### config.mk
export PLATFORM = sky130hd
export DESIGN_NAME = i2c_reg_seq
export DESIGN_NICKNAME = d
export VERILOG_FILES = /design/src/rtl/i2c_pkg.sv /design/src/rtl/i2c_step_timer.sv /design/src/rtl/i2c_reg_seq.sv
export SDC_FILE = /design/constraint.sdc
export NUM_CORES = 1
export LEC_CHECK = 0
export ABC_AREA = 1
export BUFFER_PORTS_ARGS = -buffer_cell sky130_fd_sc_hd__buf_4
export CORE_ASPECT_RATIO = 1.1
export CORE_MARGIN = 3
export CORE_UTILIZATION = 50
export DETAILED_ROUTE_END_ITERATION = 10
export MAX_ROUTING_LAYER = met4
export PLACE_DENSITY = 0.79
export SLEW_MARGIN = 20
export SYNTH_ARGS = -nofsm -noshare
export SYNTH_HDL_FRONTEND = slang
export SYNTH_SLANG_ARGS = --single-unit
### constraint.sdc
create_clock -name clock -period 2.4 [get_ports clock]
set_input_delay 0.24 -clock clock [delete_from_list [all_inputs] [get_ports clock]]
set_output_delay 0.24 -clock clock [all_outputs]
set_load 0.1 [all_outputs]
### src/rtl/i2c_pkg.sv
// Shared definitions for the I2C register sequencer: FSM state encoding,
// completion error codes and the per-step engine command bundle.
package i2c_pkg;

    localparam logic [2:0] ST_IDLE    = 3'd0;
    localparam logic [2:0] ST_ADDR_W  = 3'd1;
    localparam logic [2:0] ST_REG     = 3'd2;
    localparam logic [2:0] ST_DATA_W  = 3'd3;
    localparam logic [2:0] ST_RESTART = 3'd4;
    localparam logic [2:0] ST_RD_BYTE = 3'd5;
    localparam logic [2:0] ST_STOP    = 3'd6;
    localparam logic [2:0] ST_DONE    = 3'd7;

    localparam logic [1:0] ERR_OK      = 2'd0;
    localparam logic [1:0] ERR_NACK    = 2'd1;
    localparam logic [1:0] ERR_TIMEOUT = 2'd2;

    typedef struct packed {
        logic       start;
        logic       stop;
        logic       rw;
        logic [7:0] data;
    } step_cmd_t;

    // Engine command presented for the whole lifetime of a given step.
    function automatic step_cmd_t step_cmd(input logic [2:0] st,
                                           input logic [6:0] dev,
                                           input logic [7:0] regIdx,
                                           input logic [7:0] data);
        step_cmd_t c;
        c = '0;
        case (st)
            ST_ADDR_W:  begin c.start = 1'b1; c.data = {dev, 1'b0}; end
            ST_REG:     c.data = regIdx;
            ST_DATA_W:  c.data = data;
            ST_RESTART: begin c.start = 1'b1; c.data = {dev, 1'b1}; end
            ST_RD_BYTE: c.rw = 1'b1;
            ST_STOP:    c.stop = 1'b1;
            default:    c = '0;
        endcase
        return c;
    endfunction

endpackage

### src/rtl/i2c_step_timer.sv
// Per-step watchdog: counts cycles while a step is in flight and flags
// expiry once the count reaches WAIT_MAX-1.
module i2c_step_timer #(
    parameter int WAIT_MAX = 3500000
) (
    input  logic clock,
    input  logic reset_n,
    input  logic clear,
    input  logic enable,
    output logic expired
);

    localparam int CW = (WAIT_MAX > 1) ? $clog2(WAIT_MAX) : 1;
    localparam logic [CW-1:0] LAST = CW'(WAIT_MAX - 1);

    logic [CW-1:0] count_q;
    logic [CW-1:0] count_d;

    assign expired = enable && (count_q == LAST);

    // Clear wins so the count restarts on the edge that launches a step.
    always_comb begin
        count_d = count_q;
        if (clear) begin
            count_d = '0;
        end else if (enable && !expired) begin
            count_d = count_q + 1'b1;
        end
    end

    always_ff @(posedge clock or negedge reset_n) begin
        if (!reset_n) begin
            count_q <= '0;
        end else begin
            count_q <= count_d;
        end
    end

endmodule

### src/rtl/i2c_reg_seq.sv
// Register read/write sequencer driving a byte-level I2C engine one step at
// a time, with NACK handling and a per-step watchdog.
module i2c_reg_seq
    import i2c_pkg::*;
#(
    parameter int WAIT_MAX = 3500000
) (
    input  logic       clock,
    input  logic       reset_n,
    input  logic       req,
    input  logic       wr,
    input  logic [6:0] dev_addr,
    input  logic [7:0] reg_addr,
    input  logic [7:0] wdata,
    output logic [7:0] rdata,
    output logic       done,
    output logic [1:0] err,
    output logic       busy,
    output logic       m_go,
    output logic       m_start,
    output logic       m_stop,
    output logic       m_rw,
    output logic [7:0] m_dataW,
    input  logic       m_ack,
    input  logic       m_nack,
    input  logic       m_to,
    input  logic [7:0] m_dataR
);

    logic [2:0] state_q, state_d;
    logic       wr_q, wr_d;
    logic [6:0] devAddr_q, devAddr_d;
    logic [7:0] regAddr_q, regAddr_d;
    logic [7:0] wdata_q, wdata_d;
    logic [7:0] rdata_q, rdata_d;
    logic [1:0] err_q, err_d;
    logic       done_q, done_d;
    logic       busy_q, busy_d;
    logic       go_q, go_d;
    step_cmd_t  cmd_q, cmd_d;

    logic       issue;
    logic       stepActive;
    logic       expired;
    logic       timeoutHit;
    logic       nackHit;
    logic       ackHit;
    logic [2:0] ackNext;

    assign stepActive = (state_q != ST_IDLE) && (state_q != ST_DONE);

    i2c_step_timer #(
        .WAIT_MAX(WAIT_MAX)
    ) u_timer (
        .clock  (clock),
        .reset_n(reset_n),
        .clear  (issue),
        .enable (stepActive),
        .expired(expired)
    );

    // Engine responses only count once the m_go cycle has passed.
    assign timeoutHit = stepActive && (expired || (!go_q && m_to));
    assign nackHit    = stepActive && !go_q && m_nack;
    assign ackHit     = stepActive && !go_q && m_ack;

    always_comb begin
        ackNext = ST_DONE;
        case (state_q)
            ST_ADDR_W:  ackNext = ST_REG;
            ST_REG:     ackNext = wr_q ? ST_DATA_W : ST_RESTART;
            ST_DATA_W:  ackNext = ST_STOP;
            ST_RESTART: ackNext = ST_RD_BYTE;
            ST_RD_BYTE: ackNext = ST_STOP;
            default:    ackNext = ST_DONE;
        endcase
    end

    always_comb begin
        state_d   = state_q;
        wr_d      = wr_q;
        devAddr_d = devAddr_q;
        regAddr_d = regAddr_q;
        wdata_d   = wdata_q;
        rdata_d   = rdata_q;
        err_d     = err_q;
        busy_d    = busy_q;
        cmd_d     = cmd_q;
        done_d    = 1'b0;
        go_d      = 1'b0;
        issue     = 1'b0;

        if (state_q == ST_IDLE) begin
            if (req) begin
                wr_d      = wr;
                devAddr_d = dev_addr;
                regAddr_d = reg_addr;
                wdata_d   = wdata;
                err_d     = ERR_OK;
                busy_d    = 1'b1;
                state_d   = ST_ADDR_W;
                issue     = 1'b1;
            end
        end else if (state_q == ST_DONE) begin
            state_d = ST_IDLE;
        end else if (timeoutHit) begin
            err_d   = ERR_TIMEOUT;
            state_d = ST_DONE;
        end else if (nackHit) begin
            // A NACK on the STOP step itself just finishes the transaction.
            if (state_q == ST_STOP) begin
                state_d = ST_DONE;
            end else begin
                err_d   = ERR_NACK;
                state_d = ST_STOP;
                issue   = 1'b1;
            end
        end else if (ackHit) begin
            if (state_q == ST_RD_BYTE) begin
                rdata_d = m_dataR;
            end
            state_d = ackNext;
            issue   = (ackNext != ST_DONE);
        end

        if (issue) begin
            go_d  = 1'b1;
            cmd_d = step_cmd(state_d, devAddr_d, regAddr_d, wdata_d);
        end
        if (state_d == ST_DONE) begin
            cmd_d  = '0;
            done_d = 1'b1;
            busy_d = 1'b0;
        end
    end

    always_ff @(posedge clock or negedge reset_n) begin
        if (!reset_n) begin
            state_q   <= ST_IDLE;
            wr_q      <= 1'b0;
            devAddr_q <= '0;
            regAddr_q <= '0;
            wdata_q   <= '0;
            rdata_q   <= '0;
            err_q     <= ERR_OK;
            done_q    <= 1'b0;
            busy_q    <= 1'b0;
            go_q      <= 1'b0;
            cmd_q     <= '0;
        end else begin
            state_q   <= state_d;
            wr_q      <= wr_d;
            devAddr_q <= devAddr_d;
            regAddr_q <= regAddr_d;
            wdata_q   <= wdata_d;
            rdata_q   <= rdata_d;
            err_q     <= err_d;
            done_q    <= done_d;
            busy_q    <= busy_d;
            go_q      <= go_d;
            cmd_q     <= cmd_d;
        end
    end

    assign rdata   = rdata_q;
    assign done    = done_q;
    assign err     = err_q;
    assign busy    = busy_q;
    assign m_go    = go_q;
    assign m_start = cmd_q.start;
    assign m_stop  = cmd_q.stop;
    assign m_rw    = cmd_q.rw;
    assign m_dataW = cmd_q.data;

endmodule

==> results of run 1 <==
-- power groups by stage --
stage          registers [µW]  clock network (µW)  logic (µW)
2_1_floorplan            2890                   0        1950
3_3_place_gp             1860                   0        3650
3_5_place_dp             1880                   0        3720
4_1_cts                  1860                1190        3760
5_1_grt                  1900                1230        4110
6_report                 1860                1170        3810
-- sequential cells by signal, summed over array words and instances, names as in the netlist, 2 cells and up --
register,count
rdata,8
state_q,3
regAddr_q,8
devAddr_q,7
err,2
wdata_q,8
u_timer.count_q,22
m_dataW,8
-- path summary, 6_finish.rpt --
check                      slack (ns)                           start                              end  depth (start not counted)
setup / recovery                 0.16  u_timer.count_q[0]$_DFFE_PN0P_                 m_rw$_DFFE_PN0P_                         14
hold / removal                   0.03                         reset_n                 wr_q$_DFFE_PN0P_                          1
setup reg to reg                 0.16  u_timer.count_q[0]$_DFFE_PN0P_                 m_rw$_DFFE_PN0P_                         14
hold reg to reg                  0.49              err[1]$_DFFE_PN0P_               err[1]$_DFFE_PN0P_                          2
max in group asynchronous        1.81                         reset_n  u_timer.count_q[21]$_DFFE_PN0P_                          1
min in group clock               0.10                              wr                 wr_q$_DFFE_PN0P_                          3
-- critical path, cell delays in order, from the launching register on --
cell and delay (ns):
dfrtp_1 0.41, ha_1 0.22, nand2_1 0.12, nor2_1 0.06, nand3_1 0.13, nand2_2 0.12, nand2_4 0.11, nand2_1 0.10
o21ai_2 0.22, inv_4 0.10, nand3_4 0.10, nand2_4 0.09, inv_2 0.17, nand2_1 0.08, o31ai_1 0.09
-- layout make-up --
cell class | count | area share [%]
Sequential cell | 73 | 40.8
Multi-Input combinational cell | 319 | 36.4
Timing Repair Buffer | 68 | 11.5
Inverter | 41 | 3.49
Clock buffer | 11 | 3.16
Tap cell | 85 | 2.37
Clock inverter | 5 | 2.29
-- per-stage QoR --
| step | worst slack [ns] | utilization, % | total power [µW] |
|---|---|---|---|
| 3_3_place_gp | 0.302 | 59.4 | 5510 |
| 4_1_cts | 0.142 | 62.9 | 6810 |
| 6_report | 0.162 | 63.2 | 6840 |
| 3_5_place_dp | 0.220 | 59.4 | 5600 |
| 2_1_floorplan | 0.0472 | - | 4830 |
| 5_1_grt | -0.0476 | 63.2 | 7240 |
-- logic make-up (layout without fill, tap and decap cells) --
kind of cell,after synthesis,count (layout),synth area share [%]
flops,73,73,49.8
xor+xnor,8,8,1.91
compound gates,33,33,5.83
buf+inv,52,125,6.31
simple gates,269,269,33.4
fa+ha+maj,1,1,0.341
mux,8,8,2.45
-- synthesized netlist by cell type, drive strengths merged --
cell,instances
xor2,6
nand2,163
a31oi,3
o21ai,19
nor3,10
dfrtp,73
o221ai,1
o21bai,1
inv,40
nor3b,2
o31ai,2
clkbuf,2
buf,9
ha,1
nor4,2
nand4,11
a21oi,7
xnor2,2
nand3,48
clkinv,1
mux2,8
nor2,33
-- cell usage in the layout, fill, tap and decap left out, types with 2 or more instances in the layout --
cell type | Yosys | routed
bufinv_16 | 0 | 3
nand4_1 | 11 | 11
nand2_2 | 8 | 9
xor2_1 | 6 | 6
inv_1 | 31 | 31
nor2_4 | 2 | 3
nand2_1 | 151 | 150
nor3_1 | 10 | 9
clkbuf_8 | 0 | 10
o31ai_1 | 2 | 2
nand2_4 | 4 | 4
nand3_2 | 4 | 4
xnor2_1 | 2 | 2
o21ai_0 | 17 | 17
a31oi_1 | 2 | 2
nor2_1 | 29 | 29
nor3b_1 | 2 | 2
dfrtp_1 | 73 | 73
buf_4 | 2 | 67
nand3_1 | 43 | 43
inv_2 | 9 | 9
a21oi_1 | 7 | 7
o21ai_2 | 2 | 2
mux2_2 | 8 | 8
-- timing repair --
| item | in CTS | in global routing |
|---|---|---|
| hold buffers | 0 | 0 |
| endpoints found under the setup margin | 0 | 10 |
| gates resized for setup | 0 | 6 |
-- metal layers --
| layer | vias to the layer above | share of wire, % | wire [µm] | track usage [%] |
|---|---|---|---|---|
| li1 | 1572 | - | - | - |
| met4 | 0 | 1.2 | 105 | 7.67 |
| met2 | 87 | 52 | 4450 | 36.9 |
| met3 | 8 | 4.2 | 362 | 2.91 |
| met5 | - | 0 | 0 | - |
| met1 | 1497 | 42 | 3610 | 25.6 |
==> results.md, run 1 <==
- Dpl cells: 586
- Worst Hold Class: input pin to asynchronous set/reset pin
- Power Density: 1530 nW/µm²
- H-tree depth: 3
- Critical Path RT: about 2.6 ns
- Worst EP arrival: 2.46 ns
- Gr usage total: about a fifth
- Gpl congestion: ~0.89
- # fillers: a little over 600
- Status: finished, final reports clean
- Critical path launch point type: flop
- Overflow after GRT: 0
- Slew @ Worst Pin: 0.880 ns
- Internal power: between 3000 and 4000 µW
- Initial Util: 51.8%
- Vias in the first global route: slightly above 3000
- Syn_area_per_cell: 8.27 µm²
- Skew-Pair Late Insertion Delay: 0.34 ns
- Setup violators final: 0
- PortBufs: 61
- Drt first pass iters: 5
- Avg Vias per Cell: 5.26
- Fmax: 0.447 GHz
- Iteration-0 DRC Markers: 196
- Routed vias: 3164
- CP Max Fanout: 11
- DIE AREA: 8400 µm²
- Switch Pwr: ~3500 µW
- WL final: 8530 µm
- Nature of the critical path endpoint: flop
- Slew headroom: 41.4%
- Final setup TNS: 0 ns
- First-pass GRT wire length: 13800 µm
- Syn. warnings: 0
- Post-route cell area: about 4500 µm²
- CP Class: flop to flop
- Core area: 7090 µm²
- Final min period: around 2.2 ns
- Clock power frac: roughly 17%
- Non-filler cells in the finished layout: 602
- Post-Syn Nets: 483
- Max-cap violations: 0
- Switch share: 51.0%
- Fin nets: about 550
- Clock Path Buffers: 2
- Final hold vios: 0
- Reg area: about 1800 µm²
- Share of the yosys chip area belonging to registers: 49.8%
- Clk sinks: 73
- Ratio of cells with drive above 1 in the final layout: 25.0%
- Peak supply drop: 0.540 mV
- Area grow syn2layout: 22.0%
- Library cells used by synthesis: 33
- Share of the synthesized area in the top cell type: 49.8%
- Clk pin slew, worst setup/hold paths: 0.08 ns
- Ant. Diodes: 0
- Synth Register Bits: between 70 and 80
- Cell Area, Synth: 3670 µm²
- Sequential power share: between 20% and 30%
- Avg WL per Cell: 14.2 µm
- P_leak: 0.00230 µW
- Die Y: 95.9 µm
- Site row count: 32
- DP Area: 4210 µm²
- Clock skew: 0.00525 ns
- Residual DRC: 0
- Root buffer cell: clkbuf_8
- Post-CTS setup buffer count: 0
- Top Ports: 62
- Post-route ant nets: 0
- Final Max Slew Viols: 0
- Largest net degree at the start of global routing: 74
- Mapped Cells: 444
- Leading area contributor after synthesis: dfrtp_1
- Area of the multi-input gates: approximately 1600 µm²
- CTS tree: done
- Comb pwr share: a little under three fifths
- Hpwl dp: 6160 µm
- RSZ-0062 raised after global routing: yes
- Die width: a little under 90 µm
- Final worst-path cycle share: 93.2%
- Initial antenna violation count: 0
- Hold_ws: 0.0250 ns
- Top post-synthesis cells by area: dfrtp_1 50%, nand2_1 15%, nand3_1 5.9%, inv_1 3.2%, nor2_1 3.0%
- Cts bufs inserted: 9
No activity file was read; power rests on OpenSTA's default activity.
==> run 2: changes to the inputs <==
--- a/config.mk
+++ b/config.mk
@@ -6,6 +6,7 @@
 export NUM_CORES = 1
 export LEC_CHECK = 0
 export ABC_AREA = 1
+export ABC_CLOCK_PERIOD_IN_PS = 2550
 export BUFFER_PORTS_ARGS = -buffer_cell sky130_fd_sc_hd__buf_4
 export CORE_ASPECT_RATIO = 1.1
 export CORE_MARGIN = 3
@@ -16,4 +17,5 @@
 export SLEW_MARGIN = 20
 export SYNTH_ARGS = -nofsm -noshare
 export SYNTH_HDL_FRONTEND = slang
+export SYNTH_HIERARCHICAL = 1
 export SYNTH_SLANG_ARGS = --single-unit
==> constraint.sdc (replaced) <==
create_clock -name clock -period 2.55 [get_ports clock]
set_input_delay 0.255 -clock clock [delete_from_list [all_inputs] [get_ports clock]]
set_output_delay 0.255 -clock clock [all_outputs]
set_load 0.1 [all_outputs]
==> results.md, run 2 <==
- Status: finished, final reports clean (unchanged)
- Switch Pwr: 3360 µW (was 3490 µW)
- Mapped Cells: 519 (was 444)
- R2r worst-path depth: 20 (was 14)
- Comb pwr share: 60.0% (was 55.7%)
- Hpwl dp: 6930 µm (was 6160 µm)
- Final setup TNS: 0 ns (unchanged)
- DIE AREA: 8890 µm² (was 8400 µm²)
- Ys flop type: dfrtp_1 (unchanged)
- Reg area: 1830 µm² (about the same)
- Clk pin slew, worst setup/hold paths: 0.09 ns (was 0.08 ns)
- Critical path's largest stage delay: 0.38 ns (was 0.41 ns)
- Top post-synthesis cells by area: dfrtp_1 47%, nand2_1 22%, nand3_1 5.8%, nor2_1 5.3%, inv_1 2.8% (was dfrtp_1 50%, nand2_1 15%, nand3_1 5.9%, inv_1 3.2%, nor2_1 3.0%)
- Number of flops mapped to enable cells by yosys: 0 (unchanged)
- Core area: 7510 µm² (was 7090 µm²)
- Share of the yosys chip area belonging to registers: 46.9% (was 49.8%)
- Clk sinks: 73 (unchanged)
- Crit-path cells: ha_2, nand2_2, nor2_4, and2_4, nand3_4, nor2_1, inv_1, nand2_2, nand3_4, inv_2, nor2_2, nand2_1, nand2_2, nand2_4, nand2_1, nor2_4, nand2_1, nand3_1, nand2_1, nand2_1 (was ha_1, nand2_1, nor2_1, nand3_1, nand2_2, nand2_4, nand2_1, o21ai_2, inv_4, nand3_4, nand2_4, inv_2, nand2_1, o31ai_1)
- First-pass GRT wire length: 15800 µm (was 13800 µm)
- Share of the synthesized area in the top cell type: 46.9% (was 49.8%)
- Setup violators final: 0 (unchanged)
- Cell Area, Synth: 3900 µm² (was 3670 µm²)
- Site row count: 33 (was 32)
- Worst Hold Class: input pin to asynchronous set/reset pin (unchanged)
- Peak supply drop: 0.572 mV (was 0.540 mV)
- Gr usage total: 22.5% (was 21.4%)
- Nature of the critical path endpoint: flop (unchanged)
- Final min period: 2.40 ns (was 2.24 ns)
- Root buffer cell: clkbuf_8 (unchanged)
- Largest net degree at the start of global routing: 74 (unchanged)
- Worst path top cell family by delay: simple AND/OR/NAND/NOR gates (unchanged)
- Cts bufs inserted: 9 (unchanged)
- Hold_ws: 0.0127 ns (was 0.0250 ns)
- Die Y: 98.6 µm (was 95.9 µm)
- Post-Syn Nets: 558 (was 483)
- CP Max Fanout: 8 (was 11)
- Commonest non-fill, non-tap cells in the layout: 220 x nand2_1, 88 x buf_4, 71 x dfrtp_1 (was 150 x nand2_1, 73 x dfrtp_1, 67 x buf_4)
- Power Density: 1310 nW/µm² (was 1530 nW/µm²)
- Top Ports: 62 (unchanged)
- Vias in the first global route: 3421 (was 3019)
- Sequential power share: 27.0% (was 27.2%)
- H-tree depth: 3 (unchanged)
- Core Util, Final: 65.3% (was 63.2%)
- Flop-to-flop setup slack: 0.15 ns (was 0.16 ns)
- Drt first pass iters: 4 (was 5)
- Critical Path RT: 2.83 ns (was 2.63 ns)
- DP Area: 4540 µm² (was 4210 µm²)
- Avg WL per Cell: 13.4 µm (was 14.2 µm)
- Final worst-path cycle share: 94.1% (was 93.2%)
- Critical path launch point type: flop (unchanged)
- Residual DRC: 0 (unchanged)
- FF-to-FF Start: u_timer/count_q[1]$_DFFE_PN0P_ (was u_timer.count_q[0]$_DFFE_PN0P_)
- Ant. Diodes: 0 (unchanged)
- Fmax: 0.417 GHz (was 0.447 GHz)
- Slew headroom: 39.1% (was 41.4%)
- Die width: 90.2 µm (was 87.7 µm)
- Largest register FFs: 22 (unchanged)
- Area of the multi-input gates: 1940 µm² (was 1630 µm²)
- Most frequent CP cell: nand2_1 (unchanged)
- Fin nets: 644 (was 551)
- PortBufs: 61 (unchanged)
- Overflow after GRT: 0 (unchanged)
- Library cells used by synthesis: 33 (unchanged)
- Clock Path Buffers: 2 (unchanged)
- Post-route ant nets: 0 (unchanged)
- Clock skew: 0.0138 ns (was 0.00525 ns)
- Skew-Pair Late Insertion Delay: 0.35 ns (was 0.34 ns)
- Post-route cell area: 4910 µm² (was 4480 µm²)
- Iteration-0 DRC Markers: 260 (was 196)
- Worst reg2reg endpoint: m_dataW[0]$_DFFE_PN0P_ (was m_rw$_DFFE_PN0P_)
- Avg Vias per Cell: 5.09 (was 5.26)
- Largest Register: u_timer/count_q (was u_timer.count_q)
- Ratio of cells with drive above 1 in the final layout: 26.7% (was 25.0%)
- Initial Util: 51.9% (was 51.8%)
- Most numerous cell in the Yosys netlist: nand2_1 (unchanged)
- Worst EP arrival: 2.68 ns (was 2.46 ns)
- # fillers: 637 (was 607)
- CP Class: flop to flop (unchanged)
- # hold bufs at CTS: 0 (unchanged)
- Initial antenna violation count: 0 (unchanged)
- Commonest non-fill, non-tap cell in the layout: nand2_1 (unchanged)
- Synth Register Bits: 73 (unchanged)
- Area grow syn2layout: 26.0% (was 22.0%)
- Max-cap violations: 0 (unchanged)
- Final Max Slew Viols: 0 (unchanged)
- CTS tree: done (unchanged)
- P_leak: 0.00255 µW (was 0.00230 µW)
- Internal power: 3060 µW (was 3350 µW)
- Clock power frac: 13.0% (was 17.1%)
- Synth top cells by count: 227 x nand2_1, 73 x dfrtp_1, 55 x nor2_1 (was 151 x nand2_1, 73 x dfrtp_1, 43 x nand3_1)
- Crit path buffers/inverters: 2 (unchanged)
- Routed vias: 3639 (was 3164)
- Slew @ Worst Pin: 0.913 ns (was 0.880 ns)
- Asr flop ratio synth: 100% (unchanged)
- Switch share: 52.4% (was 51.0%)
- Crit-path slowest cell: dfrtp_1 (unchanged)
- Syn. warnings: 6 (was 0)
- Final hold vios: 0 (unchanged)
- Leading area contributor after synthesis: dfrtp_1 (unchanged)
- Gpl congestion: 0.903 (was 0.890)
- Syn_area_per_cell: 7.51 µm² (was 8.27 µm²)
- WL final: 9580 µm (was 8530 µm)
run 2: cell types whose count changed after synthesis, sizes merged, moves of 2 or more:
cell	change
nand2	+71
xor2	+3
a31oi	-2
o21ai	-12
inv	-3
nor4	-2
nor3	-10
nand4	+3
nor2	+30
a21oi	-7
clkbuf	+4
run 2: kinds of logic (layout without fill, tap and decap cells):
| family | after synthesis | in the layout | synth area share (%) |
|---|---|---|---|
| buffers and inverters | 51 | 142 | 5.78 |
| XOR/XNOR | 10 | 10 | 2.25 |
| flip-flops | 73 | 73 | 46.9 |
| multiplexers | 8 | 8 | 2.31 |
| AO/OA/AOI/OAI | 13 | 13 | 2.25 |
| adder cells (fa/ha/maj) | 1 | 1 | 0.321 |
| AND/OR/NAND/NOR | 363 | 363 | 40.2 |
run 2: worst max path at each step:
stage                              startpoint  cells past startpoint  slack (ns)                             end
2_1_floorplan            state_q[1]$_DFF_PN0_                     18        0.05  u_timer/count_q[3]$_DFFE_PN0P_
3_3_place_gp   u_timer/count_q[0]$_DFFE_PN0P_                     20        0.09          m_dataW[4]$_DFFE_PN0P_
4_1_cts        u_timer/count_q[1]$_DFFE_PN0P_                     20       0.009          m_dataW[5]$_DFFE_PN0P_
3_5_place_dp   u_timer/count_q[0]$_DFFE_PN0P_                     20       -0.11          m_dataW[5]$_DFFE_PN0P_
6_report       u_timer/count_q[1]$_DFFE_PN0P_                     20        0.15          m_dataW[0]$_DFFE_PN0P_
5_1_grt                  state_q[0]$_DFF_PN0_                     20       -0.06          m_dataW[0]$_DFFE_PN0P_
run 2: area by class of cell:
type | instances | area share, %
clock buffer | 11 | 2.88
multi-input combinational | 395 | 39.6
tap | 105 | 2.68
inverter | 37 | 2.98
sequential | 73 | 37.3
clock inverter | 5 | 0.765
timing repair buffer | 89 | 13.9
run 2: per-layer routing:
layer,up-vias,global-route usage [%],share of wire (%)
met5,-,-,0
met1,1718,28.2,43
li1,1810,-,-
met4,0,9.07,1.4
met2,98,36.4,51
met3,13,4.27,4.6
run 2: power groups by stage:
stage / clock network [µW] / registers, µW / logic, µW
6_report: 835 / 1730 / 3860
3_5_place_dp: 0 / 1740 / 3490
2_1_floorplan: 0 / 2650 / 1700
4_1_cts: 852 / 1720 / 3540
3_3_place_gp: 0 / 1730 / 3420
5_1_grt: 890 / 1770 / 4170
run 2: timing repair:
| action | in CTS | in global routing |
|---|---|---|
| resized for setup | 6 | 21 |
| pin swaps | 2 | 11 |
| setup buffers | 0 | 10 |
| setup endpoints to repair | 8 | 28 |
run 2: stage by stage:
| stage | std cells | worst slack, ns | total power [µW] |
|---|---|---|---|
| floorplan | 519 | 0.0522 | 4350 |
| global placement | 689 | 0.0861 | 5150 |
| detailed placement | 689 | -0.115 | 5220 |
| CTS | 705 | 0.00911 | 6100 |
| global route | 715 | -0.0616 | 6830 |
| finish | 715 | 0.152 | 6420 |
